--- src/rtl/instruction_fetch_stage_pkg.sv ---
// Shared types and constants for the instruction fetch stage (IF FSM states, bubble word, PC step).
package instruction_fetch_stage_pkg;

  typedef enum logic [1:0] {
    REQ   = 2'd0,
    HOLD  = 2'd1,
    DRAIN = 2'd2
  } fetch_state_e;

  localparam logic [31:0] NOP_INSTR = 32'h0000_0000;
  localparam logic [31:0] PC_INC    = 32'd4;

  function automatic logic [31:0] align_word(input logic [31:0] addr);
    return {addr[31:2], 2'b00};
  endfunction

endpackage

--- src/rtl/instruction_fetch_stage_if_id_register.sv ---
// IF/ID pipeline register: holds on stall, otherwise loads a delivered instruction or a bubble.
module if_id_register
  import instruction_fetch_stage_pkg::*;
(
  input  logic        clk,
  input  logic        rst_n,
  input  logic        stall,
  input  logic        load,
  input  logic [31:0] instr_in,
  input  logic [31:0] pc_in,
  output logic [31:0] instr_o,
  output logic [31:0] pc_o,
  output logic        valid_o
);

  logic [31:0] instr_q, instr_d;
  logic [31:0] pc_q, pc_d;
  logic        vld_q, vld_d;

  // An unstalled cycle without a delivery must bubble so decode never sees a repeat.
  always_comb begin
    instr_d = instr_q;
    pc_d    = pc_q;
    vld_d   = vld_q;
    if (!stall) begin
      instr_d = load ? instr_in : NOP_INSTR;
      pc_d    = load ? pc_in : 32'h0;
      vld_d   = load;
    end
  end

  always_ff @(posedge clk or negedge rst_n) begin
    if (!rst_n) begin
      instr_q <= NOP_INSTR;
      pc_q    <= 32'h0;
      vld_q   <= 1'b0;
    end else begin
      instr_q <= instr_d;
      pc_q    <= pc_d;
      vld_q   <= vld_d;
    end
  end

  assign instr_o = instr_q;
  assign pc_o    = pc_q;
  assign valid_o = vld_q;

endmodule

--- src/rtl/instruction_fetch_stage.sv ---
// Instruction fetch stage: PC, request FSM (REQ/HOLD/DRAIN) and 1-entry stall hold buffer.
// Optional perf counters FetchCount/FlushCount are built when IF_PERF_CNT_EN is defined.
module instruction_fetch_stage
  import instruction_fetch_stage_pkg::*;
#(
  parameter logic [31:0] RESET_VECTOR = 32'h0000_0000
) (
  input  logic        Clk,
  input  logic        Rst_n,
  input  logic        Stall,
  input  logic        Jump,
  input  logic [31:0] JumpAddress,
  input  logic        BranchOut,
  input  logic [31:0] BranchAddress,
  output logic        ImemReq,
  output logic [31:0] ImemAddr,
  input  logic        ImemAck,
  input  logic [31:0] ImemData,
  output logic [31:0] Instruction,
  output logic [31:0] PCResult,
  output logic        InstrValid
`ifdef IF_PERF_CNT_EN
  ,
  output logic [31:0] FetchCount,
  output logic [31:0] FlushCount
`endif
);

  fetch_state_e state_q, state_d;
  logic [31:0]  pc_q, pc_d;
  logic [31:0]  tgt_q, tgt_d;
  logic [31:0]  hold_instr_q, hold_instr_d;
  logic [31:0]  hold_pc_q, hold_pc_d;

  logic         redirect;
  logic [31:0]  target, pc_inc;
  logic         deliver;
  logic [31:0]  deliver_instr, deliver_pc;

  // Only a valid instruction in decode can redirect, and only when not frozen.
  assign redirect = !Stall && InstrValid && (Jump || BranchOut);
  assign target   = align_word(Jump ? JumpAddress : BranchAddress);
  assign pc_inc   = pc_q + PC_INC;

  assign ImemReq  = Rst_n && (state_q != HOLD);
  assign ImemAddr = pc_q;

  always_comb begin
    state_d       = state_q;
    pc_d          = pc_q;
    tgt_d         = tgt_q;
    hold_instr_d  = hold_instr_q;
    hold_pc_d     = hold_pc_q;
    deliver       = 1'b0;
    deliver_instr = NOP_INSTR;
    deliver_pc    = 32'h0;
    unique case (state_q)
      REQ: begin
        if (Stall) begin
          if (ImemAck) begin
            hold_instr_d = ImemData;
            hold_pc_d    = pc_inc;
            pc_d         = pc_inc;
            state_d      = HOLD;
          end
        end else if (redirect) begin
          if (ImemAck) begin
            pc_d = target;
          end else begin
            tgt_d   = target;
            state_d = DRAIN;
          end
        end else if (ImemAck) begin
          deliver       = 1'b1;
          deliver_instr = ImemData;
          deliver_pc    = pc_inc;
          pc_d          = pc_inc;
        end
      end
      HOLD: begin
        if (!Stall) begin
          state_d = REQ;
          if (redirect) begin
            pc_d = target;
          end else begin
            deliver       = 1'b1;
            deliver_instr = hold_instr_q;
            deliver_pc    = hold_pc_q;
          end
        end
      end
      DRAIN: begin
        // The redirect is already committed, so the stale response retires even under stall.
        if (ImemAck) begin
          pc_d    = tgt_q;
          state_d = REQ;
        end
      end
      default: state_d = REQ;
    endcase
  end

  always_ff @(posedge Clk or negedge Rst_n) begin
    if (!Rst_n) begin
      state_q      <= REQ;
      pc_q         <= RESET_VECTOR;
      tgt_q        <= 32'h0;
      hold_instr_q <= NOP_INSTR;
      hold_pc_q    <= 32'h0;
    end else begin
      state_q      <= state_d;
      pc_q         <= pc_d;
      tgt_q        <= tgt_d;
      hold_instr_q <= hold_instr_d;
      hold_pc_q    <= hold_pc_d;
    end
  end

  if_id_register u_if_id (
    .clk      (Clk),
    .rst_n    (Rst_n),
    .stall    (Stall),
    .load     (deliver),
    .instr_in (deliver_instr),
    .pc_in    (deliver_pc),
    .instr_o  (Instruction),
    .pc_o     (PCResult),
    .valid_o  (InstrValid)
  );

`ifdef IF_PERF_CNT_EN
  logic [31:0] fetch_cnt_q, fetch_cnt_d;
  logic [31:0] flush_cnt_q, flush_cnt_d;
  logic        flush_evt;

  assign flush_evt = ((state_q == REQ) && redirect && ImemAck) ||
                     ((state_q == HOLD) && redirect) ||
                     ((state_q == DRAIN) && ImemAck);

  always_comb begin
    fetch_cnt_d = fetch_cnt_q + (deliver ? 32'd1 : 32'd0);
    flush_cnt_d = flush_cnt_q + (flush_evt ? 32'd1 : 32'd0);
  end

  always_ff @(posedge Clk or negedge Rst_n) begin
    if (!Rst_n) begin
      fetch_cnt_q <= 32'h0;
      flush_cnt_q <= 32'h0;
    end else begin
      fetch_cnt_q <= fetch_cnt_d;
      flush_cnt_q <= flush_cnt_d;
    end
  end

  assign FetchCount = fetch_cnt_q;
  assign FlushCount = flush_cnt_q;
`endif

endmodule
--- config.mk ---
export PLATFORM = sky130hd
export DESIGN_NAME = instruction_fetch_stage
export DESIGN_NICKNAME = d
export VERILOG_FILES = /design/src/rtl/instruction_fetch_stage_pkg.sv /design/src/rtl/instruction_fetch_stage_if_id_register.sv /design/src/rtl/instruction_fetch_stage.sv
export SDC_FILE = /design/constraint.sdc
export NUM_CORES = 1
export LEC_CHECK = 0
export BUFFER_PORTS_ARGS = -buffer_cell sky130_fd_sc_hd__clkbuf_2
export CORE_AREA = 2 2 182 184
export DETAILED_ROUTE_END_ITERATION = 10
export DIE_AREA = 0 0 184 186
export SETUP_SLACK_MARGIN = 0.15
export SLEW_MARGIN = 20
export SYNTH_ARGS = -nofsm -noshare
export SYNTH_HDL_FRONTEND = slang
export SYNTH_SLANG_ARGS = --single-unit
--- constraint.sdc ---
create_clock -name Clk -period 3 [get_ports Clk]
set_input_delay 0.6 -clock Clk [delete_from_list [all_inputs] [get_ports Clk]]
set_output_delay 0.6 -clock Clk [all_outputs]
set_load 0.005 [all_outputs]
[Word-level counts from Yosys, hierarchy flattened]
Index checks and enable logic that the tools add are counted.
Storage, ports and cells
  flip-flop bits (word level): 193
  output and inout bits: 98
Cells by class
  add/sub/neg operators: 1
  equality and inequality tests: 10
  multiplexer cells: 32
  bitwise gates (word level): 2
  reductions and logical operators: 11
Operators by type and width (count)
  32-bit 2-to-1 mux: 16
  32-bit one-hot mux with 2 select lines: 2
  32-bit one-hot mux with 3 select lines: 1
  32-bit by 3-bit adder with 32-bit output (second input constant): 1
  2-bit 2-to-1 mux: 6
  5-bit AND reduction: 2
  3-bit inequality test (second input constant): 3
  2-bit inequality test (second input constant): 3
  2-bit one-hot mux with 3 select lines: 1
  1-bit 2-to-1 mux: 5
  4-bit inequality test (second input constant): 1
  4-bit AND reduction: 1
  1-bit logical AND: 3
  3-bit AND reduction: 1
  3-bit nonzero test: 1
  2-bit by 1-bit == test with 1-bit output (second input constant): 1
  2-bit == test (second input constant): 1
  2-bit zero test: 1
  2-bit by 1-bit inequality test with 1-bit output (second input constant): 1
  1-bit inverter: 2
  1-bit one-hot mux with 2 select lines: 1
  1-bit zero test: 1
  1-bit logical OR: 1

[Depth between registers and ports, before layout]
Gate-level depths: netlist of the first run.
  depth after elaboration: 7
  mapped depth: 10
  depth with buffers taken out: 8

[Cells and area by module]
A second synthesis of the first run with hierarchy kept.
Unflattened totals
  cell total of the unflattened synthesis: 1138
  area total of the unflattened synthesis: 10372.4 µm²
By module, submodules not included
  instruction_fetch_stage: instances 1, cells each 859, area an instance 7812.5 µm², seq. area each 3103.0 µm²
  if_id_register: instances 1, cells each 279, area an instance 2560.0 µm², seq. area each 1626.6 µm²

[Worst setup path after synthesis of the first run]
Ideal clock, no wire load.
  path type: register to output
  from: reg state_q[1]
  to: out ImemReq
  data arrival time: 1.644 ns
  data required time: 2.400 ns
  setup slack: 0.756 ns
  stages on the path, launching flop included: 7
  path buffers: 3
  cells stage by stage: dfrtp_1 -> inv_1 -> ha_1 -> clkbuf_1 -> clkbuf_1 -> clkbuf_1 -> nor2b_1
Between the ends
  longest elaborated chain between the ends: 2
RTL lines
  start, declared: line instruction_fetch_stage.sv:29  | fetch_state_e state_q, state_d;
  start signal, assigned: line instruction_fetch_stage.sv:111  | state_q <= state_d;
  2-bit by 1-bit inequality test with 1-bit output: line instruction_fetch_stage.sv:45  | assign ImemReq = Rst_n && (state_q != HOLD);
  1-bit logical AND: line instruction_fetch_stage.sv:45
  end, declared: line instruction_fetch_stage.sv:15  | output logic ImemReq,
No other way between the ends.

[Final worst setup path of the first run]
Ends and elaborated chain as after synthesis.

==> summary.txt, run 1 <==
Synthesis
  – Most instantiated cells after synthesis: 188 x dfrtp_1, 125 x nand2_1, 85 x o21ai_0
  – Synth top area cells: dfrtp_1 49%, mux2_2 7.1%, a22oi_1 4.9%
  – Cell taking the most area after synthesis: dfrtp_1
  – EDFF count, synth: 0
  – Post-synthesis sequential area ratio: 49.2%
  – Syn. warnings: 0
  – Ys flop type: dfrtp_1
  – Post-synth cell types: 59
  – FFs w/ async S/R, synth: 100%
  – Cell Area, Synth: 9560 µm²
  – Synthesized flop and latch total: 188
  – Synthesized area per cell: 9.70 µm²
  – Cells after synthesis: 986
  – Most common cell in the netlist: dfrtp_1
  – Post-synth top area share: between 40% and 50%

CTS
  – Clock Sinks: 188
  – CTS tree: done
  – CTS Hold Bufs: 0
  – Clock Pin Slew Worst Setup and Hold Paths: 0.07 ns
  – Clk buf depth: 2
  – Root buf cell: clkbuf_16
  – Clock Latency Late Sink: 0.43 ns
  – Num CTS Buffers: 17
  – # resized after CTS: 0
  – Setup Fix Bufs, Post-CTS: 0
  – H-tree Lvls: 4

Finish
  – Post-route cell area: 11600 µm²
  – Filler instances: 3299
  – Layout cells sized above 1: 27.5%
  – Layout net count: 1254
  – N_diodes: 0
  – P&R area growth vs syn: 21.0%
  – Finished Core Util: between 30% and 40%

Critical path
  – CP cell instances: inv_1, ha_2, buf_4, nor2b_1, clkbuf_2
  – Reg2reg setup slack: 0.63 ns
  – Setup CP Type: reg -> out
  – Worst setup SP type: flip-flop
  – Slowest library cell on the worst path: dfrtp_1
  – R2r worst-path depth: 7
  – Max stage delay on crit path: roughly 0.42 ns
  – CP top delay family: buffers and inverters
  – Levels on crit path: 5
  – Critical Path AT: 1.98 ns
  – Kind of end point of the critical path: primary output
  – CP Max Fanout: 24
  – CP required: 2.40 ns
  – CP Buf/Inv Count: 3
  – End of the worst register-to-register path: ImemAddr[30]
  – R2R Path Start: ImemAddr[2]

Power
  – Internal power: slightly above 7 mW
  – Sequential power share: 40.0%
  – Switching power: 4.40 mW
  – LEAKAGE: between 5 and 6 nW
  – Pwr dens: 989 nW/µm²
  – Combinational share of power: 39.8%
  – Peak VDD IR: 0.398 mV
  – Switching fraction of total power: 38.5%
  – Clk pwr share: 20.1%

Routing
  – Routed Antenna Nets: 0
  – # DRC: 0
  – DRT Wirelength: ~28000 µm
  – Initial DRC Count: 548
  – First drt pass iteration count: 5
  – Vias/cell: ~5
  – DR vias: 8024
  – Drt wl/cell: 18.2 µm

STA
  – Endpoints failing setup: 0
  – Hold Violations, Final: 0
  – Setup Skew: 0.00843 ns
  – Final Cycle Share: 85.9%
  – Final Max Tran Viols: 0
  – Worst-margin pin slew: 0.788 ns
  – RSZ-0062 raised after global routing: false
  – Slew headroom: 47.5%
  – Maximum clock rate: 388 MHz
  – Final TNS setup: 0 ns
  – Final period demand of the worst path: 2.58 ns

GRT
  – Total GRT Usage: 16.8%
  – M3 GR Usage: 2.50%
  – Vias in the first global route: about 7700
  – GR Overflow Total: 0
  – First-pass GRT wire length: approximately 45000 µm
  – Antenna violations before repair: 0
  – Grt met1 use: 24.7%
  – Met2 usage: 25.2%
  – GR peak layer: met2
  – Largest net degree at the start of global routing: 141

Floorplanning
  – Die area: 34200 µm²
  – Cell Rows: 66
  – Chip Height: roughly 190 µm
  – Initial cell density of the core: 29.7%
  – IO Pins: 200
  – Die width: 184 µm
  – CORE AREA: 32200 µm²

Run
  – Max Cap Viol: 0

Placement
  – Final HPWL DP: around 20000 µm
  – Dpl cell area: 11000 µm²
  – PortBufs: 193
  – Final GP Congestion: 0.831

Hold path
  – Worst Hold Class: in -> async

Outcome
  – Status: completed
[stage by stage]
step | total power, mW | hold WS, ns | instances | setup WS (ns)
6_report | 11.4 | 0.0942 | 1565 | 0.422
3_3_place_gp | 9.05 | 0.462 | 1535 | 0.459
4_1_cts | 11.5 | 0.0954 | 1565 | 0.399
3_5_place_dp | 9.19 | 0.471 | 1535 | 0.456
2_1_floorplan | 7.34 | 0.304 | 987 | 0.756
5_1_grt | 12.3 | 0.110 | 1565 | 0.296
[layer usage]
layer	vias to the layer above	part of all wire, %	routed length, µm
met3	37	4.1	1180
met1	3914	49	13900
li1	3872	-	-
met4	0	2.2	625
met2	201	45	12800
met5	-	0	0
[state kept, by name, summed over array words and instances, names as in the netlist]
name,flops
state_q,2
hold_pc_q,30
hold_instr_q,32
ImemAddr,30
u_if_id.instr_o,32
u_if_id.valid_o,1
u_if_id.pc_o,31
tgt_q,30
[how the worst max path moves through the flow]
stage / startpoint / to
after floorplan: state_q[1] / ImemReq
after global placement: BranchOut / ImemAddr[29]
after detailed placement: BranchOut / ImemAddr[29]
after CTS: state_q[1] / ImemReq
after global routing: state_q[1] / ImemReq
final: state_q[1] / ImemReq
[power by group through the flow]
| stage | sequential (mW) | clock [mW] | combinational (mW) |
|---|---|---|---|
| after global placement | 4.55 | 0 | 4.50 |
| after global routing | 4.75 | 2.46 | 5.09 |
| final | 4.58 | 2.30 | 4.56 |
| after detailed placement | 4.62 | 0 | 4.57 |
| after floorplan | 4.38 | 0 | 2.96 |
| after CTS | 4.57 | 2.36 | 4.60 |
[logic make-up (layout without fill, tap and decap cells)]
family	Yosys count	in the layout	share of synthesized area [%]
flip-flops	188	188	49.2
buffers and inverters	93	263	3.98
AO/OA/AOI/OAI	312	312	21.0
AND/OR/NAND/NOR	276	276	13.1
adder cells (fa/ha/maj)	6	6	0.785
other	1	2	0.0392
XOR/XNOR	29	29	2.66
multiplexers	81	81	9.27
[cell type report]
class | count | area [µm²] | area share [%]
inverter | 9 | 33.8 | 0.292
clock buffer | 24 | 472 | 4.08
sequential | 188 | 4700 | 40.7
tap | 408 | 510 | 4.41
timing repair buffer | 224 | 1240 | 10.8
multi-input combinational | 706 | 4490 | 38.8
clock inverter | 6 | 111 | 0.963
[cell usage in the layout (no fill, tap or decap), types with 12 or more instances in the layout]
| cell type | n |
|---|---|
| a21oi_1 | 48 |
| a22oi_1 | 63 |
| buf_4 | 28 |
| clkbuf_16 | 17 |
| clkbuf_2 | 192 |
| dfrtp_1 | 188 |
| mux2_2 | 60 |
| mux2i_1 | 21 |
| nand2_1 | 124 |
| nand3_1 | 15 |
| nand4_1 | 15 |
| nor2_1 | 68 |
| nor3_1 | 12 |
| o21ai_0 | 85 |
| o21ai_1 | 35 |
| xnor2_1 | 16 |
| xor2_1 | 13 |
(Power assumes the default switching activity.)
==> inputs of run 2 (changes only) <==
--- a/config.mk
+++ b/config.mk
@@ -5,10 +5,13 @@
 export SDC_FILE = /design/constraint.sdc
 export NUM_CORES = 1
 export LEC_CHECK = 0
+export ABC_CLOCK_PERIOD_IN_PS = 3000
 export BUFFER_PORTS_ARGS = -buffer_cell sky130_fd_sc_hd__clkbuf_2
 export CORE_AREA = 2 2 182 184
 export DETAILED_ROUTE_END_ITERATION = 10
 export DIE_AREA = 0 0 184 186
+export HOLD_SLACK_MARGIN = 0.15
+export MAX_ROUTING_LAYER = met4
 export SETUP_SLACK_MARGIN = 0.15
 export SLEW_MARGIN = 20
 export SYNTH_ARGS = -nofsm -noshare
==> run 2 against run 1 <==
Against the previous run: sequential power about the same; register-to-register slack about the same; non-clock buffer count increased by 1; via count increased by 0.51%; clock-buffer cell count unchanged; global-route usage increased by 0.49 points; routed wire length decreased by 0.15%; clock skew increased by 0.00098 ns; final cell count about the same; die area unchanged; combinational power about the same; critical path type unchanged; largest cell class unchanged.
==> summary.txt, run 2 (synthesized netlist as in run 1, its figures left out) <==
Finish
  – Multi-input combinational cell area: 4490 µm² (unchanged)
  – Layout cells sized above 1: 27.5% (about the same)
  – Commonest non-fill, non-tap cell in the layout: clkbuf_2 (unchanged)
  – N_diodes: 0 (unchanged)
  – Sequential cell area: 4700 µm² (unchanged)
  – Filler instances: 3299 (unchanged)
  – Post-route cell area: 11600 µm² (about the same)
  – P&R area growth vs syn: 21.1% (was 21.0%)
  – Layout net count: 1255 (was 1254)
  – Most frequent cells in the layout: 192 x clkbuf_2, 188 x dfrtp_1, 124 x nand2_1 (unchanged)
  – Finished Layout Cells: 1566 (was 1565)

Power
  – LEAKAGE: 5.13 nW (was 5.12 nW)
  – Power, Total: 11.4 mW (about the same)
  – Peak VDD IR: 0.400 mV (was 0.398 mV)
  – Pwr dens: 988 nW/µm² (was 989 nW/µm²)

STA
  – Endpoints failing setup: 0 (unchanged)
  – Hold slack: 0.410 ns (was 0.0942 ns)
  – Final Cycle Share: 85.6% (was 85.9%)
  – Final period demand of the worst path: 2.57 ns (was 2.58 ns)
  – Setup Skew: 0.00941 ns (was 0.00843 ns)
  – Final TNS setup: 0 ns (unchanged)
  – Worst-margin pin slew: 0.798 ns (was 0.788 ns)
  – Maximum clock rate: 390 MHz (was 388 MHz)
  – Hold Violations, Final: 0 (unchanged)
  – RSZ-0062 raised after global routing: false (unchanged)
  – Slew headroom: 46.8% (was 47.5%)
  – Final Max Tran Viols: 0 (unchanged)

Critical path
  – Kind of end point of the critical path: primary output (unchanged)
  – Worst setup SP type: flip-flop (unchanged)
  – R2r worst-path depth: 7 (unchanged)
  – Reg2reg setup slack: 0.62 ns (was 0.63 ns)
  – CP Max Fanout: 24 (unchanged)
  – Critical Path Start: state_q[1] (unchanged)
  – End of the worst register-to-register path: ImemAddr[30] (unchanged)
  – Setup CP Type: reg -> out (unchanged)
  – R2R Path Start: ImemAddr[2] (unchanged)
  – Critical Path AT: 1.97 ns (was 1.98 ns)
  – CP required: 2.40 ns (about the same)

GRT
  – Total GRT Usage: 17.3% (was 16.8%)
  – First-pass GRT wire length: 44500 µm (about the same)
  – Vias in the first global route: 7676 (was 7659)
  – GR Overflow Total: 0 (unchanged)
  – Largest net degree at the start of global routing: 141 (unchanged)
  – Antenna violations before repair: 0 (unchanged)

Hold path
  – WHS Path Cells: 2
  – Worst Hold End: hold_instr_q[21]
  – Worst hold start: ImemData[21]
  – Worst Hold Class: in -> reg (was in -> async)

CTS
  – Num CTS Buffers: 17 (unchanged)
  – Clock Pin Slew Worst Setup and Hold Paths: 0.07 ns (about the same)
  – Clock Sinks: 188 (unchanged)
  – H-tree Lvls: 4 (unchanged)
  – Clk buf depth: 2 (unchanged)
  – Clock Latency Late Sink: 0.44 ns (was 0.43 ns)
  – Setup Fix Bufs, Post-CTS: 0 (unchanged)
  – CTS tree: done (unchanged)
  – Root buf cell: clkbuf_16 (unchanged)

Run
  – Max Cap Viol: 0 (unchanged)

Placement
  – Dpl cell area: 11000 µm² (unchanged)
  – Placed Cells: 1535 (unchanged)
  – Final GP Congestion: 0.844 (was 0.831)
  – PortBufs: 193 (unchanged)
  – Final HPWL DP: 20000 µm (unchanged)

Outcome
  – Status: completed (unchanged)

Routing
  – DRT Wirelength: 28400 µm (about the same)
  – First drt pass iteration count: 5 (unchanged)
  – Drt wl/cell: 18.1 µm (was 18.2 µm)
  – Vias/cell: 5.15 (was 5.13)
  – DR vias: 8065 (was 8024)
  – Initial DRC Count: 526 (was 548)
  – Routed Antenna Nets: 0 (unchanged)
  – # DRC: 0 (unchanged)

Floorplanning
  – Cell Rows: 66 (unchanged)
  – Die area: 34200 µm² (unchanged)
  – IO Pins: 200 (unchanged)
  – Chip Height: 186 µm (unchanged)
  – CORE AREA: 32200 µm² (unchanged)
  – Die width: 184 µm (unchanged)
  – Initial cell density of the core: 29.7% (unchanged)
[run 2: changes by cell type in the layout (fill, tap and decap cells not counted), sizes merged]
| cell | previous run | this run |
|---|---|---|
| dlygate4sd3 | 0 | 1 |
[run 2: layer usage]
layer | part of all wire (%) | global-route usage [%]
met4 | 2.2 | 6.05
met2 | 45 | 25.2
met1 | 48 | 24.7
met5 | 0 | -
met3 | 4.5 | 2.39
[run 2: worst max-delay path by stage]
stage | cells after the start | endpoint
finish | 5 | ImemReq
global route | 5 | ImemReq
CTS | 5 | ImemReq
detailed placement | 7 | ImemAddr[29]
global placement | 7 | ImemAddr[29]
floorplan | 6 | ImemReq
[run 2: per-stage QoR]
stage	setup slack, ns	utilization [%]
6_report	0.433	35.9
5_1_grt	0.298	35.9
4_1_cts	0.399	35.9
3_5_place_dp	0.456	34.1
3_3_place_gp	0.459	34.1
2_1_floorplan	0.756	-
[run 2: layout make-up]
class	count	share of cell area, %
Sequential cell	188	40.6
Clock inverter	6	0.962
Multi-Input combinational cell	706	38.8
Inverter	9	0.292
Tap cell	408	4.41
Clock buffer	24	4.07
Timing Repair Buffer	225	10.8
[run 2: worst max-delay path: stages, from the launching register on]
cell      delay (ns)
dfrtp_1         0.42
inv_1           0.12
ha_2            0.39
buf_4           0.37
nor2b_1         0.08
clkbuf_2        0.12
[run 2: report_power, final]
part / internal [mW] / switching [mW] / total [mW]
logic: 2.00 / 2.55 / 4.55
registers: 3.68 / 0.893 / 4.58
clock network: 1.35 / 0.957 / 2.31
[run 2: what timing repair did]
item                                   CTS  global route
resized for setup                        0             0
hold buffers                             1             0
endpoints found under the hold margin   48             0
